--- src/rtl/game_pkg.sv ---
// Shared game constants: HP widths, round-state encodings and the boss damage helper.
// The game-state handler imports the same package so both sides agree on encodings.
package game_pkg;

  localparam int BOSS_HP_W   = 10;
  localparam int PLAYER_HP_W = 2;

  localparam logic [1:0] GS_PLAYING = 2'b00;
  localparam logic [1:0] GS_WIN     = 2'b01;
  localparam logic [1:0] GS_LOSE    = 2'b10;

  // Saturating subtract: a hit that would take HP to or below zero leaves exactly zero.
  function automatic logic [BOSS_HP_W-1:0] boss_after_hit(
    input logic [BOSS_HP_W-1:0] hp,
    input logic [BOSS_HP_W-1:0] dmg
  );
    return (hp <= dmg) ? '0 : (hp - dmg);
  endfunction

endpackage

--- src/rtl/hp_tracker_if.sv ---
// Signals between collision logic / game-state handler (master) and hp_tracker (slave).
interface hp_tracker_if;
  import game_pkg::*;

  // No handshake: hit inputs are levels sampled every clock, gameState is a level from
  // the handler, and all outputs are registered levels valid every cycle.
  logic [1:0]             gameState;
  logic                   bossHit;
  logic                   playerHit;
  logic [BOSS_HP_W-1:0]   bossHP;
  logic [PLAYER_HP_W-1:0] playerHP;
  logic                   playerInvuln;
  logic                   bossFlash;

  modport master (
    output gameState, bossHit, playerHit,
    input  bossHP, playerHP, playerInvuln, bossFlash
  );

  modport slave (
    input  gameState, bossHit, playerHit,
    output bossHP, playerHP, playerInvuln, bossFlash
  );

endinterface

--- src/rtl/countdown_timer.sv ---
// Reloadable down-counter: `active` is high for exactly CYCLES unheld cycles after a load.
module countdown_timer #(
  parameter int CYCLES = 1
) (
  input  logic clk,
  input  logic rst,
  input  logic load,
  input  logic hold,
  output logic active
);

  localparam int W = $clog2(CYCLES + 1);
  localparam logic [W-1:0] LOAD_VAL = W'(CYCLES);

  logic [W-1:0] cnt_q, cnt_d;
  logic         active_q;

  always_comb begin
    cnt_d = cnt_q;
    if (load) begin
      cnt_d = LOAD_VAL;
    end else if (!hold && (cnt_q != '0)) begin
      cnt_d = cnt_q - W'(1);
    end
  end

  // Flag tracks the next count so it rises with the load edge and falls after CYCLES cycles.
  always_ff @(posedge clk) begin
    if (rst) begin
      cnt_q    <= '0;
      active_q <= 1'b0;
    end else begin
      cnt_q    <= cnt_d;
      active_q <= (cnt_d != '0);
    end
  end

  assign active = active_q;

endmodule

--- src/rtl/hp_tracker.sv ---
// Boss/player HP registers: edge-detected hits, invulnerability and flash windows, freeze at round end.
module hp_tracker
  import game_pkg::*;
#(
  parameter int BOSS_HP_MAX   = 1000,
  parameter int PLAYER_HP_MAX = 3,
  parameter int BOSS_DMG      = 10,
  parameter int INVULN_CYCLES = 50_000_000,
  parameter int FLASH_CYCLES  = 5_000_000
) (
  input  logic         clk,
  input  logic         rst,
  hp_tracker_if.slave  bus
);

  localparam logic [BOSS_HP_W-1:0]   BOSS_MAX_V   = BOSS_HP_W'(BOSS_HP_MAX);
  localparam logic [PLAYER_HP_W-1:0] PLAYER_MAX_V = PLAYER_HP_W'(PLAYER_HP_MAX);
  localparam logic [BOSS_HP_W-1:0]   BOSS_DMG_V   = BOSS_HP_W'(BOSS_DMG);

  logic [BOSS_HP_W-1:0]   boss_hp_q, boss_hp_d;
  logic [PLAYER_HP_W-1:0] player_hp_q, player_hp_d;
  logic                   boss_prev_q, player_prev_q;

  logic invuln, flash;
  logic frozen, boss_ev, player_ev;
  logic boss_take, boss_kill, player_take;

  // HP terms cover the cycle before the handler reacts to a zero.
  always_comb begin
    frozen      = (bus.gameState != GS_PLAYING) || (boss_hp_q == '0) || (player_hp_q == '0);
    boss_ev     = bus.bossHit & ~boss_prev_q;
    player_ev   = bus.playerHit & ~player_prev_q;
    boss_take   = boss_ev & ~frozen;
    boss_kill   = boss_take & (boss_hp_q <= BOSS_DMG_V);
    player_take = player_ev & ~frozen & ~invuln & ~boss_kill;
  end

  always_comb begin
    boss_hp_d   = boss_hp_q;
    player_hp_d = player_hp_q;
    if (boss_take) begin
      boss_hp_d = boss_after_hit(boss_hp_q, BOSS_DMG_V);
    end
    if (player_take) begin
      player_hp_d = player_hp_q - PLAYER_HP_W'(1);
    end
  end

  always_ff @(posedge clk) begin
    if (rst) begin
      boss_hp_q     <= BOSS_MAX_V;
      player_hp_q   <= PLAYER_MAX_V;
      boss_prev_q   <= 1'b0;
      player_prev_q <= 1'b0;
    end else begin
      boss_hp_q     <= boss_hp_d;
      player_hp_q   <= player_hp_d;
      boss_prev_q   <= bus.bossHit;
      player_prev_q <= bus.playerHit;
    end
  end

  countdown_timer #(.CYCLES(INVULN_CYCLES)) u_invuln (
    .clk    (clk),
    .rst    (rst),
    .load   (player_take),
    .hold   (frozen),
    .active (invuln)
  );

  countdown_timer #(.CYCLES(FLASH_CYCLES)) u_flash (
    .clk    (clk),
    .rst    (rst),
    .load   (boss_take),
    .hold   (frozen),
    .active (flash)
  );

  assign bus.bossHP       = boss_hp_q;
  assign bus.playerHP     = player_hp_q;
  assign bus.playerInvuln = invuln;
  assign bus.bossFlash    = flash;

endmodule
--- src/flat_wrapper.sv ---
// flat-port wrapper written by rule: the top's interface ports become plain ports
module hp_tracker_flat import game_pkg::*;
#(
  parameter int BOSS_HP_MAX   = 1000,
  parameter int PLAYER_HP_MAX = 3,
  parameter int BOSS_DMG      = 10,
  parameter int INVULN_CYCLES = 50_000_000,
  parameter int FLASH_CYCLES  = 5_000_000
)
  (clk, rst, bus_gameState, bus_bossHit, bus_playerHit, bus_bossHP, bus_playerHP, bus_playerInvuln, bus_bossFlash);
  hp_tracker_if bus_i ();
  input  logic clk;
  input  logic rst;
  input wire logic [$bits(bus_i.gameState)-1:0] bus_gameState;
  input wire logic [$bits(bus_i.bossHit)-1:0] bus_bossHit;
  input wire logic [$bits(bus_i.playerHit)-1:0] bus_playerHit;
  output wire logic [$bits(bus_i.bossHP)-1:0] bus_bossHP;
  output wire logic [$bits(bus_i.playerHP)-1:0] bus_playerHP;
  output wire logic [$bits(bus_i.playerInvuln)-1:0] bus_playerInvuln;
  output wire logic [$bits(bus_i.bossFlash)-1:0] bus_bossFlash;
  assign bus_i.gameState = bus_gameState;
  assign bus_i.bossHit = bus_bossHit;
  assign bus_i.playerHit = bus_playerHit;
  assign bus_bossHP = bus_i.bossHP;
  assign bus_playerHP = bus_i.playerHP;
  assign bus_playerInvuln = bus_i.playerInvuln;
  assign bus_bossFlash = bus_i.bossFlash;
  hp_tracker #(.BOSS_HP_MAX(BOSS_HP_MAX), .PLAYER_HP_MAX(PLAYER_HP_MAX), .BOSS_DMG(BOSS_DMG), .INVULN_CYCLES(INVULN_CYCLES), .FLASH_CYCLES(FLASH_CYCLES)) u_core (.clk(clk), .rst(rst), .bus(bus_i));
endmodule
--- config.mk ---
export PLATFORM = sky130hd
export DESIGN_NAME = hp_tracker_flat
export DESIGN_NICKNAME = d
export VERILOG_FILES = /design/src/rtl/game_pkg.sv /design/src/rtl/hp_tracker_if.sv /design/src/rtl/countdown_timer.sv /design/src/rtl/hp_tracker.sv /design/src/flat_wrapper.sv
export SDC_FILE = /design/constraint.sdc
export NUM_CORES = 1
export LEC_CHECK = 0
export BUFFER_PORTS_ARGS = -buffer_cell sky130_fd_sc_hd__buf_4
export CAP_MARGIN = 20
export CORE_MARGIN = 5
export CORE_UTILIZATION = 53
export DETAILED_ROUTE_END_ITERATION = 10
export GPL_ROUTABILITY_DRIVEN = 1
export PLACE_DENSITY = 0.73
export SKIP_CTS_REPAIR_TIMING = 1
export SYNTH_ARGS = -nofsm -noshare
export SYNTH_HDL_FRONTEND = slang
export SYNTH_HIERARCHICAL = 1
export SYNTH_SLANG_ARGS = --single-unit
--- constraint.sdc ---
create_clock -name clk -period 3.93 [get_ports clk]
set_input_delay 0.5895 -clock clk [delete_from_list [all_inputs] [get_ports clk]]
set_output_delay 0.5895 -clock clk [all_outputs]
set_load 0.03 [all_outputs]
==> results of run 1 <==
## synth_stat cells, drive strengths merged, types with 6 or more instances
library cell,count,share of area (%)
nor2,59,6.1
o21ai,8,1.2
a21oi,24,3.3
and3,6,1.1
nand3,9,1.5
xnor2,25,5.9
clkbuf,7,0.71
nand4,10,1.7
nand2,22,2.4
nor2b,12,2.0
xor2,18,4.3
nor3,27,4.1
inv,11,1.1
a31oi,7,1.4
nor4b,6,1.6
mux2i,6,1.6
buf,7,1.3
or3,9,1.8
dfxtp,64,35
nor4,19,4.3
## cell families after synthesis
group / after synthesis / synth area share [%]
simple gates: 210 / 33.5
mux: 6 / 1.63
buf+inv: 27 / 3.29
fa+ha+maj: 5 / 1.70
other cells: 1 / 0.102
xor+xnor: 43 / 10.2
flops: 64 / 34.7
compound gates: 75 / 14.8
## per-stage QoR
stage / std cells / hold slack [ns] / setup WS, ns
4_1_cts: 553 / 0.466 / 0.711
6_report: 553 / 0.475 / 0.687
3_3_place_gp: 537 / 0.473 / 0.705
5_1_grt: 553 / 0.499 / 0.354
3_5_place_dp: 537 / 0.489 / 0.595
2_1_floorplan: 431 / 0.456 / 0.889
## state kept, by name (all words and copies together) (netlist names)
signal / cells
u_core/boss_prev_q: 1
u_core/bus.bossHP: 9
u_core/bus.playerHP: 2
u_core/player_prev_q: 1
u_core/u_flash/active: 1
u_core/u_flash/cnt_q: 23
u_core/u_invuln/active: 1
u_core/u_invuln/cnt_q: 26
## report_power, final
| group | internal (mW) | leakage (nW) | switching (mW) | total (mW) |
|---|---|---|---|---|
| registers | 0.798 | 0.523 | 0.211 | 1.01 |
| clock network | 0.312 | 0.0928 | 0.270 | 0.582 |
| logic | 0.654 | 0.927 | 0.892 | 1.55 |
| total | 1.76 | 1.54 | 1.37 | 3.14 |
## final timing paths
path / startpoint / cells after the start / end / slack (ns)
worst max-delay path: u_core/bus.playerHP[0] / 12 / u_core/u_invuln/active / 0.69
worst min-delay path: bus_playerHit / 2 / u_core/player_prev_q / 0.47
worst max register to register: u_core/bus.playerHP[0] / 12 / u_core/u_invuln/active / 0.69
worst min register to register: u_core/u_flash/cnt_q[12] / 2 / u_core/u_flash/cnt_q[12] / 0.51
## critical path: cells and delay by family (launching register included)
kind / cells / cell delay [ns]
multiplexers: 1 / 0.16
buffers and inverters: 2 / 0.25
AO/OA/AOI/OAI: 1 / 0.18
adder cells (fa/ha/maj): 1 / 0.22
flip-flops: 1 / 0.35
AND/OR/NAND/NOR: 7 / 1.92
## final cells by class
type	instances	area share, %
clock buffers	12	3.53
clock inverters	4	1.31
inverters	13	1.19
multi-input cells	340	55.6
flip-flops and latches	64	31.1
well taps	96	2.92
repair buffers	24	4.38
## per-layer routing
metal	share of wire [%]	vias up
li1	-	1613
met1	45	1549
met4	1.7	0
met5	0	-
met3	5.7	14
met2	47	117
==> impl_results.html, run 1 <==
<table>
<tr><th>Metric</th><th>Value</th></tr>
<tr><th colspan="2">Run status</th></tr>
<tr><td>Outcome</td><td>completed</td></tr>
<tr><th colspan="2">STA</th></tr>
<tr><td>Number of setup violations in the final report</td><td>0</td></tr>
<tr><td>Worst-margin pin slew</td><td>0.672 ns</td></tr>
<tr><td>Worst Clk Skew</td><td>roughly 0.014 ns</td></tr>
<tr><td>Final setup TNS</td><td>0 ns</td></tr>
<tr><td>Relative slew margins</td><td>between 50% and 60%</td></tr>
<tr><td>Final hold violation count</td><td>0</td></tr>
<tr><td>Max Transition Viols Final</td><td>0</td></tr>
<tr><td>Unrepaired setup endpoints after global routing</td><td>false</td></tr>
<tr><td>Clock period minus final worst setup slack</td><td>around 3.2 ns</td></tr>
<tr><td>Final period util</td><td>between 80 and 90%</td></tr>
<tr><td>Max Fclk</td><td>roughly 310 MHz</td></tr>
<tr><th colspan="2">Routing</th></tr>
<tr><td>Length of the first detailed-routing pass in iterations</td><td>4</td></tr>
<tr><td>Antenna viol nets, final</td><td>0</td></tr>
<tr><td>Routed via count divided by cell count</td><td>about 6.0</td></tr>
<tr><td>DRC violations left</td><td>0</td></tr>
<tr><td>Total number of vias</td><td>~3,300</td></tr>
<tr><td>WL/cell</td><td>between 15 and 20 µm</td></tr>
<tr><td>DRC violation total after the first TritonRoute iteration</td><td>140</td></tr>
<tr><td>Routed Wire Length</td><td>8.50 mm</td></tr>
<tr><th colspan="2">Place</th></tr>
<tr><td>Input/output buffers</td><td>18</td></tr>
<tr><td>Final GP Congestion</td><td>a little over 0.9</td></tr>
<tr><td>Post-detail-place hpwl</td><td>~5.8 mm</td></tr>
<tr><td>Placed cell areas</td><td>slightly below 4000 µm²</td></tr>
<tr><th colspan="2">CTS</th></tr>
<tr><td>Clk Latency, worst-skew pair</td><td>between 0.3 and 0.4 ns</td></tr>
<tr><td>Reg clk slew, reported paths</td><td>0.08 ns</td></tr>
<tr><td>H-tree level count</td><td>3</td></tr>
<tr><td>Sinks on the clock net</td><td>64</td></tr>
<tr><td>Largest buffer count on any clock path</td><td>2</td></tr>
<tr><td>Number of clock buffers inserted by TritonCTS</td><td>9</td></tr>
<tr><td>Cell at the root of the clock tree</td><td>clkbuf_8</td></tr>
<tr><td>TritonCTS clock tree</td><td>done</td></tr>
<tr><th colspan="2">Synth</th></tr>
<tr><td>Flop and latch count out of synthesis</td><td>64</td></tr>
<tr><td>Average cell area after synthesis</td><td>roughly 8.6 µm²</td></tr>
<tr><td>Syn. warnings</td><td>6</td></tr>
<tr><td>Syn Nets</td><td>around 440</td></tr>
<tr><td>Sequential share of the synthesized area</td><td>34.7%</td></tr>
<tr><td>Area of the mapped netlist</td><td>approximately 3700 µm²</td></tr>
<tr><td>Most common flop cell mapped by yosys</td><td>dfxtp_1</td></tr>
<tr><td>Count of flip-flops with a built-in enable after synthesis</td><td>0</td></tr>
<tr><td>Cell count after synthesis</td><td>431</td></tr>
<tr><td>Number of distinct standard cells referenced by the synthesized netlist</td><td>slightly above 70</td></tr>
<tr><td>Asr flop ratio synth</td><td>0%</td></tr>
<tr><th colspan="2">Cells and area</th></tr>
<tr><td>Synthesis-to-layout area growth</td><td>11.6%</td></tr>
<tr><td>Footprint of the flip-flops and latches</td><td>about 1300 µm²</td></tr>
<tr><td>Fin nets</td><td>roughly 460</td></tr>
<tr><td>Combined area of the multi-input logic cells</td><td>roughly 2300 µm²</td></tr>
<tr><td>N_diodes</td><td>0</td></tr>
<tr><td>Commonest cells after routing, fill and taps aside</td><td>dfxtp_1 (64), nor2_1 (57), xnor2_1 (25)</td></tr>
<tr><td>Fin util</td><td>60.6%</td></tr>
<tr><td>Final instance area</td><td>4120 µm²</td></tr>
<tr><td>Share of final-layout standard cells stronger than drive strength 1</td><td>between 10% and 20%</td></tr>
<tr><td>Filler Cells Inserted</td><td>about 630</td></tr>
<tr><td>Most frequent standard cell in the layout excluding fill and tap cells</td><td>dfxtp_1</td></tr>
<tr><th colspan="2">Floorplanning</th></tr>
<tr><td>Total I/O pin count</td><td>20</td></tr>
<tr><td>Starting density of the core</td><td>54.3%</td></tr>
<tr><td>Chip Width</td><td>between 90 and 100 µm</td></tr>
<tr><td>Core Footprint</td><td>~6800 µm²</td></tr>
<tr><td>Die area</td><td>around 8700 µm²</td></tr>
<tr><td>Height of the die</td><td>93.4 µm</td></tr>
<tr><td>Placement row count</td><td>30</td></tr>
<tr><th colspan="2">Global routing</th></tr>
<tr><td>Met2 track demand over resource in global routing</td><td>between 30 and 40%</td></tr>
<tr><td>Initial antenna violation count</td><td>0</td></tr>
<tr><td>Wire length of the first global-routing pass</td><td>approximately 14 mm</td></tr>
<tr><td>Met1 usage</td><td>approximately 26%</td></tr>
<tr><td>Global routing usage on met3</td><td>slightly below 4%</td></tr>
<tr><td>Overall Global Routing Usage</td><td>20.1%</td></tr>
<tr><td>Congestion Overflow GR</td><td>0</td></tr>
<tr><td>Maximum number of pins on one net before global-route repair</td><td>42</td></tr>
<tr><td>Via count of the first global-routing pass</td><td>roughly 3,000</td></tr>
<tr><td>GRT Max-Usage Layer</td><td>met2</td></tr>
<tr><th colspan="2">Power and ir drop</th></tr>
<tr><td>Total power</td><td>approximately 3.1 mW</td></tr>
<tr><td>Peak supply drop</td><td>roughly 530 µV</td></tr>
<tr><td>Static leakage</td><td>about 1.5 nW</td></tr>
<tr><td>Pwr/cell area</td><td>roughly 760 nW/µm²</td></tr>
<tr><th colspan="2">Worst setup path</th></tr>
<tr><td>Critical path's largest stage delay</td><td>0.50 ns</td></tr>
<tr><td>Cells along the critical path</td><td>inv_1, ha_1, nor3_1, nand2_1, buf_4, or4_4, or3_4, nor3_2, nand2_1, mux2i_1, nor4_1, a41oi_1</td></tr>
<tr><td>Critical Setup Path Class</td><td>reg2reg</td></tr>
<tr><td>Data required time of the critical path</td><td>4.12 ns</td></tr>
<tr><td>Cell seen most often among critical-path stages</td><td>nand2_1</td></tr>
<tr><td>Standard cell with the maximum stage delay on the critical path</td><td>or4_4</td></tr>
<tr><td>Kind of capture point of the worst setup path</td><td>flip-flop</td></tr>
<tr><td>CP max FO</td><td>9</td></tr>
<tr><td>Startpoint type of the worst setup path</td><td>flip-flop</td></tr>
<tr><td>Arr. time, crit path</td><td>3.44 ns</td></tr>
<tr><th colspan="2">Worst hold path</th></tr>
<tr><td>Class of the worst hold path</td><td>in2reg</td></tr>
<tr><th colspan="2">Run</th></tr>
<tr><td>Maximum capacitance violations</td><td>0</td></tr>
</table>
Note: power is estimated with default switching activity, not from simulation.
==> run 2, diff against run 1 <==
ABC_AREA = 1   (was default)
PLACE_DENSITY = 0.75   (was 0.73)
clock period = 2.7 ns   (was 3.93 ns; I/O delays follow)
==> impl_results.html, run 2 <==
<table>
<tr><th>Metric</th><th>Value</th></tr>
<tr><th colspan="2">Synth</th></tr>
<tr><td>Average cell area after synthesis</td><td>5.95 µm² (-31%)</td></tr>
<tr><td>Area of the mapped netlist</td><td>4790 µm² (+30%)</td></tr>
<tr><td>Cell count after synthesis</td><td>805 (+87%)</td></tr>
<tr><td>Cell taking the most area after synthesis</td><td>dfxtp_1</td></tr>
<tr><td>Leading post-synthesis cells by cell area</td><td>dfxtp_1 (27%), nand2_1 (22%), nor2_1 (11%)</td></tr>
<tr><td>Commonest cells post-synth</td><td>nand2_1 (278), nor2_1 (137), inv_1 (82)</td></tr>
<tr><td>Most common flop cell mapped by yosys</td><td>dfxtp_1</td></tr>
<tr><td>Portion of synthesized cell area occupied by the leading cell type</td><td>26.8% (-8.0 points)</td></tr>
<tr><td>Asr flop ratio synth</td><td>0% (unchanged)</td></tr>
<tr><td>Dominant cell by count in the synthesized netlist</td><td>nand2_1</td></tr>
<tr><td>Syn. warnings</td><td>6 (unchanged)</td></tr>
<tr><td>Sequential share of the synthesized area</td><td>26.8% (-8.0 points)</td></tr>
<tr><td>Number of distinct standard cells referenced by the synthesized netlist</td><td>39 (-46%)</td></tr>
<tr><td>Flop and latch count out of synthesis</td><td>64 (unchanged)</td></tr>
<tr><td>Count of flip-flops with a built-in enable after synthesis</td><td>0 (unchanged)</td></tr>
<tr><td>Syn Nets</td><td>816 (+85%)</td></tr>
<tr><th colspan="2">Worst setup path</th></tr>
<tr><td>Arr. time, crit path</td><td>2.74 ns (-0.70 ns)</td></tr>
<tr><td>Critical Setup Path Class</td><td>reg2reg</td></tr>
<tr><td>Kind of capture point of the worst setup path</td><td>flip-flop</td></tr>
<tr><td>Endpoint of the worst-slack reg-to-reg timing path</td><td>u_core/u_invuln/active</td></tr>
<tr><td>Reg2reg start</td><td>u_core/bus.playerHP[0]</td></tr>
<tr><td>CP max FO</td><td>7 (-2)</td></tr>
<tr><td>Worst Reg2Reg Path Length in Cells</td><td>15 (+3)</td></tr>
<tr><td>Startpoint type of the worst setup path</td><td>flip-flop</td></tr>
<tr><td>Worst R2R Setup Slack</td><td>0.20 ns (-0.49 ns)</td></tr>
<tr><td>Data required time of the critical path</td><td>2.93 ns (-1.19 ns)</td></tr>
<tr><th colspan="2">Floorplanning</th></tr>
<tr><td>Total I/O pin count</td><td>20 (unchanged)</td></tr>
<tr><td>Height of the die</td><td>105 µm (+12%)</td></tr>
<tr><td>Die area</td><td>11,000 µm² (+26%)</td></tr>
<tr><td>Chip Width</td><td>105 µm (+12%)</td></tr>
<tr><td>Starting density of the core</td><td>54.6% (+0.33 points)</td></tr>
<tr><td>Placement row count</td><td>34 (+13%)</td></tr>
<tr><td>Core Footprint</td><td>8760 µm² (+29%)</td></tr>
<tr><th colspan="2">Cells and area</th></tr>
<tr><td>Commonest cells after routing, fill and taps aside</td><td>nand2_1 (278), nor2_1 (137), inv_1 (81), nand3_1 (67), dfxtp_1 (64)</td></tr>
<tr><td>Footprint of the flip-flops and latches</td><td>1280 µm² (unchanged)</td></tr>
<tr><td>Share of final-layout standard cells stronger than drive strength 1</td><td>14.7% (-0.79 points)</td></tr>
<tr><td>Combined area of the multi-input logic cells</td><td>3010 µm² (+31%)</td></tr>
<tr><td>Flip-flop count of the largest register after layout</td><td>26 (unchanged)</td></tr>
<tr><td>Synthesis-to-layout area growth</td><td>9.04%</td></tr>
<tr><td>Top register by number of flip-flops</td><td>u_core/u_invuln/cnt_q</td></tr>
<tr><td>Fin nets</td><td>840 (+81%)</td></tr>
<tr><td>N_diodes</td><td>0 (unchanged)</td></tr>
<tr><td>Final Instance Count excl. Fillers</td><td>942 (+70%)</td></tr>
<tr><td>Most frequent standard cell in the layout excluding fill and tap cells</td><td>nand2_1</td></tr>
<tr><td>Filler Cells Inserted</td><td>854 (+37%)</td></tr>
<tr><th colspan="2">Place</th></tr>
<tr><td>Post-detail-place hpwl</td><td>9.19 mm (+58%)</td></tr>
<tr><td>Final GP Congestion</td><td>0.945 (+2.3%)</td></tr>
<tr><td>Dpl ws</td><td>0.138 ns (-0.457 ns)</td></tr>
<tr><td>Input/output buffers</td><td>18 (unchanged)</td></tr>
<tr><td>Dpl cells</td><td>922 (+72%)</td></tr>
<tr><th colspan="2">Power and ir drop</th></tr>
<tr><td>Internal power summed over all cells</td><td>2.27 mW (+28%)</td></tr>
<tr><td>Clock network fraction of design power</td><td>17.4% (-1.2 points)</td></tr>
<tr><td>Comb power frac</td><td>54.7% (+5.4 points)</td></tr>
<tr><td>Pwr/cell area</td><td>851 nW/µm² (+12%)</td></tr>
<tr><td>Static leakage</td><td>2.85 nW (+85%)</td></tr>
<tr><td>Switching Share</td><td>49.0% (+5.2 points)</td></tr>
<tr><td>NetSw</td><td>2.18 mW (+58%)</td></tr>
<tr><td>Sequential cell fraction of total power</td><td>27.9% (-4.3 points)</td></tr>
<tr><td>Peak supply drop</td><td>459 µV (-13%)</td></tr>
<tr><th colspan="2">CTS</th></tr>
<tr><td>Cell at the root of the clock tree</td><td>clkbuf_8</td></tr>
<tr><td>Reg clk slew, reported paths</td><td>0.07 ns (about the same)</td></tr>
<tr><td>TritonCTS clock tree</td><td>done</td></tr>
<tr><td>Sinks on the clock net</td><td>64 (unchanged)</td></tr>
<tr><td>Clk Latency, worst-skew pair</td><td>0.36 ns (+0.02 ns)</td></tr>
<tr><td>Largest buffer count on any clock path</td><td>2 (unchanged)</td></tr>
<tr><td>H-tree level count</td><td>3 (unchanged)</td></tr>
<tr><td>Number of clock buffers inserted by TritonCTS</td><td>9 (unchanged)</td></tr>
<tr><th colspan="2">Routing</th></tr>
<tr><td>Routed via count divided by cell count</td><td>5.23 (-12%)</td></tr>
<tr><td>DRC violations left</td><td>0 (unchanged)</td></tr>
<tr><td>Antenna viol nets, final</td><td>0 (unchanged)</td></tr>
<tr><td>Total number of vias</td><td>4,928 (+50%)</td></tr>
<tr><td>Length of the first detailed-routing pass in iterations</td><td>5 (+1)</td></tr>
<tr><td>WL/cell</td><td>12.8 µm (-17%)</td></tr>
<tr><td>Routed Wire Length</td><td>12.0 mm (+42%)</td></tr>
<tr><td>DRC violation total after the first TritonRoute iteration</td><td>303 (+120%)</td></tr>
<tr><th colspan="2">Global routing</th></tr>
<tr><td>Maximum number of pins on one net before global-route repair</td><td>38 (-9.5%)</td></tr>
<tr><td>Initial antenna violation count</td><td>0 (unchanged)</td></tr>
<tr><td>Overall Global Routing Usage</td><td>21.9% (+1.9 points)</td></tr>
<tr><td>Wire length of the first global-routing pass</td><td>20.5 mm (+44%)</td></tr>
<tr><td>Via count of the first global-routing pass</td><td>4,460 (+46%)</td></tr>
<tr><td>Congestion Overflow GR</td><td>0 (unchanged)</td></tr>
<tr><th colspan="2">STA</th></tr>
<tr><td>Worst Clk Skew</td><td>0.0184 ns (+0.00469 ns)</td></tr>
<tr><td>Clock period minus final worst setup slack</td><td>2.50 ns (-0.739 ns)</td></tr>
<tr><td>Final period util</td><td>92.8% (+10 points)</td></tr>
<tr><td>Final hold violation count</td><td>0 (unchanged)</td></tr>
<tr><td>Max Transition Viols Final</td><td>0 (unchanged)</td></tr>
<tr><td>Final setup slack of the worst path</td><td>0.196 ns (-0.491 ns)</td></tr>
<tr><td>Number of setup violations in the final report</td><td>0 (unchanged)</td></tr>
<tr><td>Final setup TNS</td><td>0 ns (unchanged)</td></tr>
<tr><td>Max Fclk</td><td>399 MHz (+30%)</td></tr>
<tr><th colspan="2">Worst hold path</th></tr>
<tr><td>End point of the worst hold path</td><td>u_core/player_prev_q</td></tr>
<tr><td>Hold path start</td><td>bus_playerHit</td></tr>
<tr><td>Class of the worst hold path</td><td>in2reg</td></tr>
<tr><td>Depth of the worst hold-timing path</td><td>3 (+1)</td></tr>
<tr><th colspan="2">Run status</th></tr>
<tr><td>Outcome</td><td>completed</td></tr>
<tr><th colspan="2">Run</th></tr>
<tr><td>Maximum capacitance violations</td><td>0 (unchanged)</td></tr>
</table>
-- run 2: area by class of cell --
type	instances	area share, %
multi-input cells	624	57.6
clock inverters	6	0.815
repair buffers	34	4.89
clock buffers	10	2.64
flip-flops and latches	64	24.5
well taps	108	2.59
inverters	96	6.97
-- run 2: power by group through the flow --
stage,registers (mW),clock network (mW),logic (mW)
floorplan,1.23,0,1.95
global placement,1.25,0,2.34
detailed placement,1.25,0,2.38
CTS,1.23,0.792,2.40
global route,1.26,0.838,2.75
finish,1.24,0.773,2.43
-- run 2: per-layer routing --
metal	wire length (µm)	GRT usage (%)
met3	793	5.18
met1	5650	30.5
met4	130	5.11
met5	0	0
met2	5460	34.4
-- run 2: worst max-delay path by stage --
stage	startpoint	endpoint	slack, ns
2_1_floorplan	u_core/bus.playerHP[0]	u_core/u_invuln/active	0.14
3_3_place_gp	bus_gameState[1]	u_core/u_invuln/active	0.28
3_5_place_dp	u_core/bus.playerHP[0]	u_core/u_invuln/active	0.14
6_report	u_core/bus.playerHP[0]	u_core/u_invuln/active	0.20
5_1_grt	u_core/bus.playerHP[0]	u_core/u_invuln/active	-0.05
4_1_cts	u_core/bus.playerHP[0]	u_core/u_invuln/active	0.13
-- run 2: logic make-up after synthesis --
group | Yosys count | share of synthesized area, %
simple gates | 571 | 54.0
buf+inv | 117 | 10.7
flops | 64 | 26.8
compound gates | 30 | 4.05
xor+xnor | 17 | 3.11
fa+ha+maj | 5 | 1.31
other cells | 1 | 0.0783
-- run 2: per-stage QoR --
step / cell area, µm² / utilization [%] / total power, mW / hold slack (ns)
2_1_floorplan: 4790 / - / 3.18 / 0.467
3_3_place_gp: 5000 / 57.0 / 3.59 / 0.465
3_5_place_dp: 5000 / 57.0 / 3.64 / 0.477
4_1_cts: 5180 / 59.1 / 4.42 / 0.264
5_1_grt: 5220 / 59.6 / 4.84 / 0.296
6_report: 5220 / 59.6 / 4.44 / 0.273
-- run 2: worst max-delay path: stages, from the launching register on --
cell        delay (ns)
dfxtp_1           0.35
inv_1             0.07
ha_1              0.23
nor3_4            0.24
nand2_2           0.17
nor2_4            0.14
nand2_2           0.08
inv_1             0.12
clkinvlp_4        0.20
buf_4             0.21
nand2_1           0.09
nand2_1           0.06
nor2_1            0.10
nand3_1           0.15
nor2_1            0.14
nor2_1            0.05
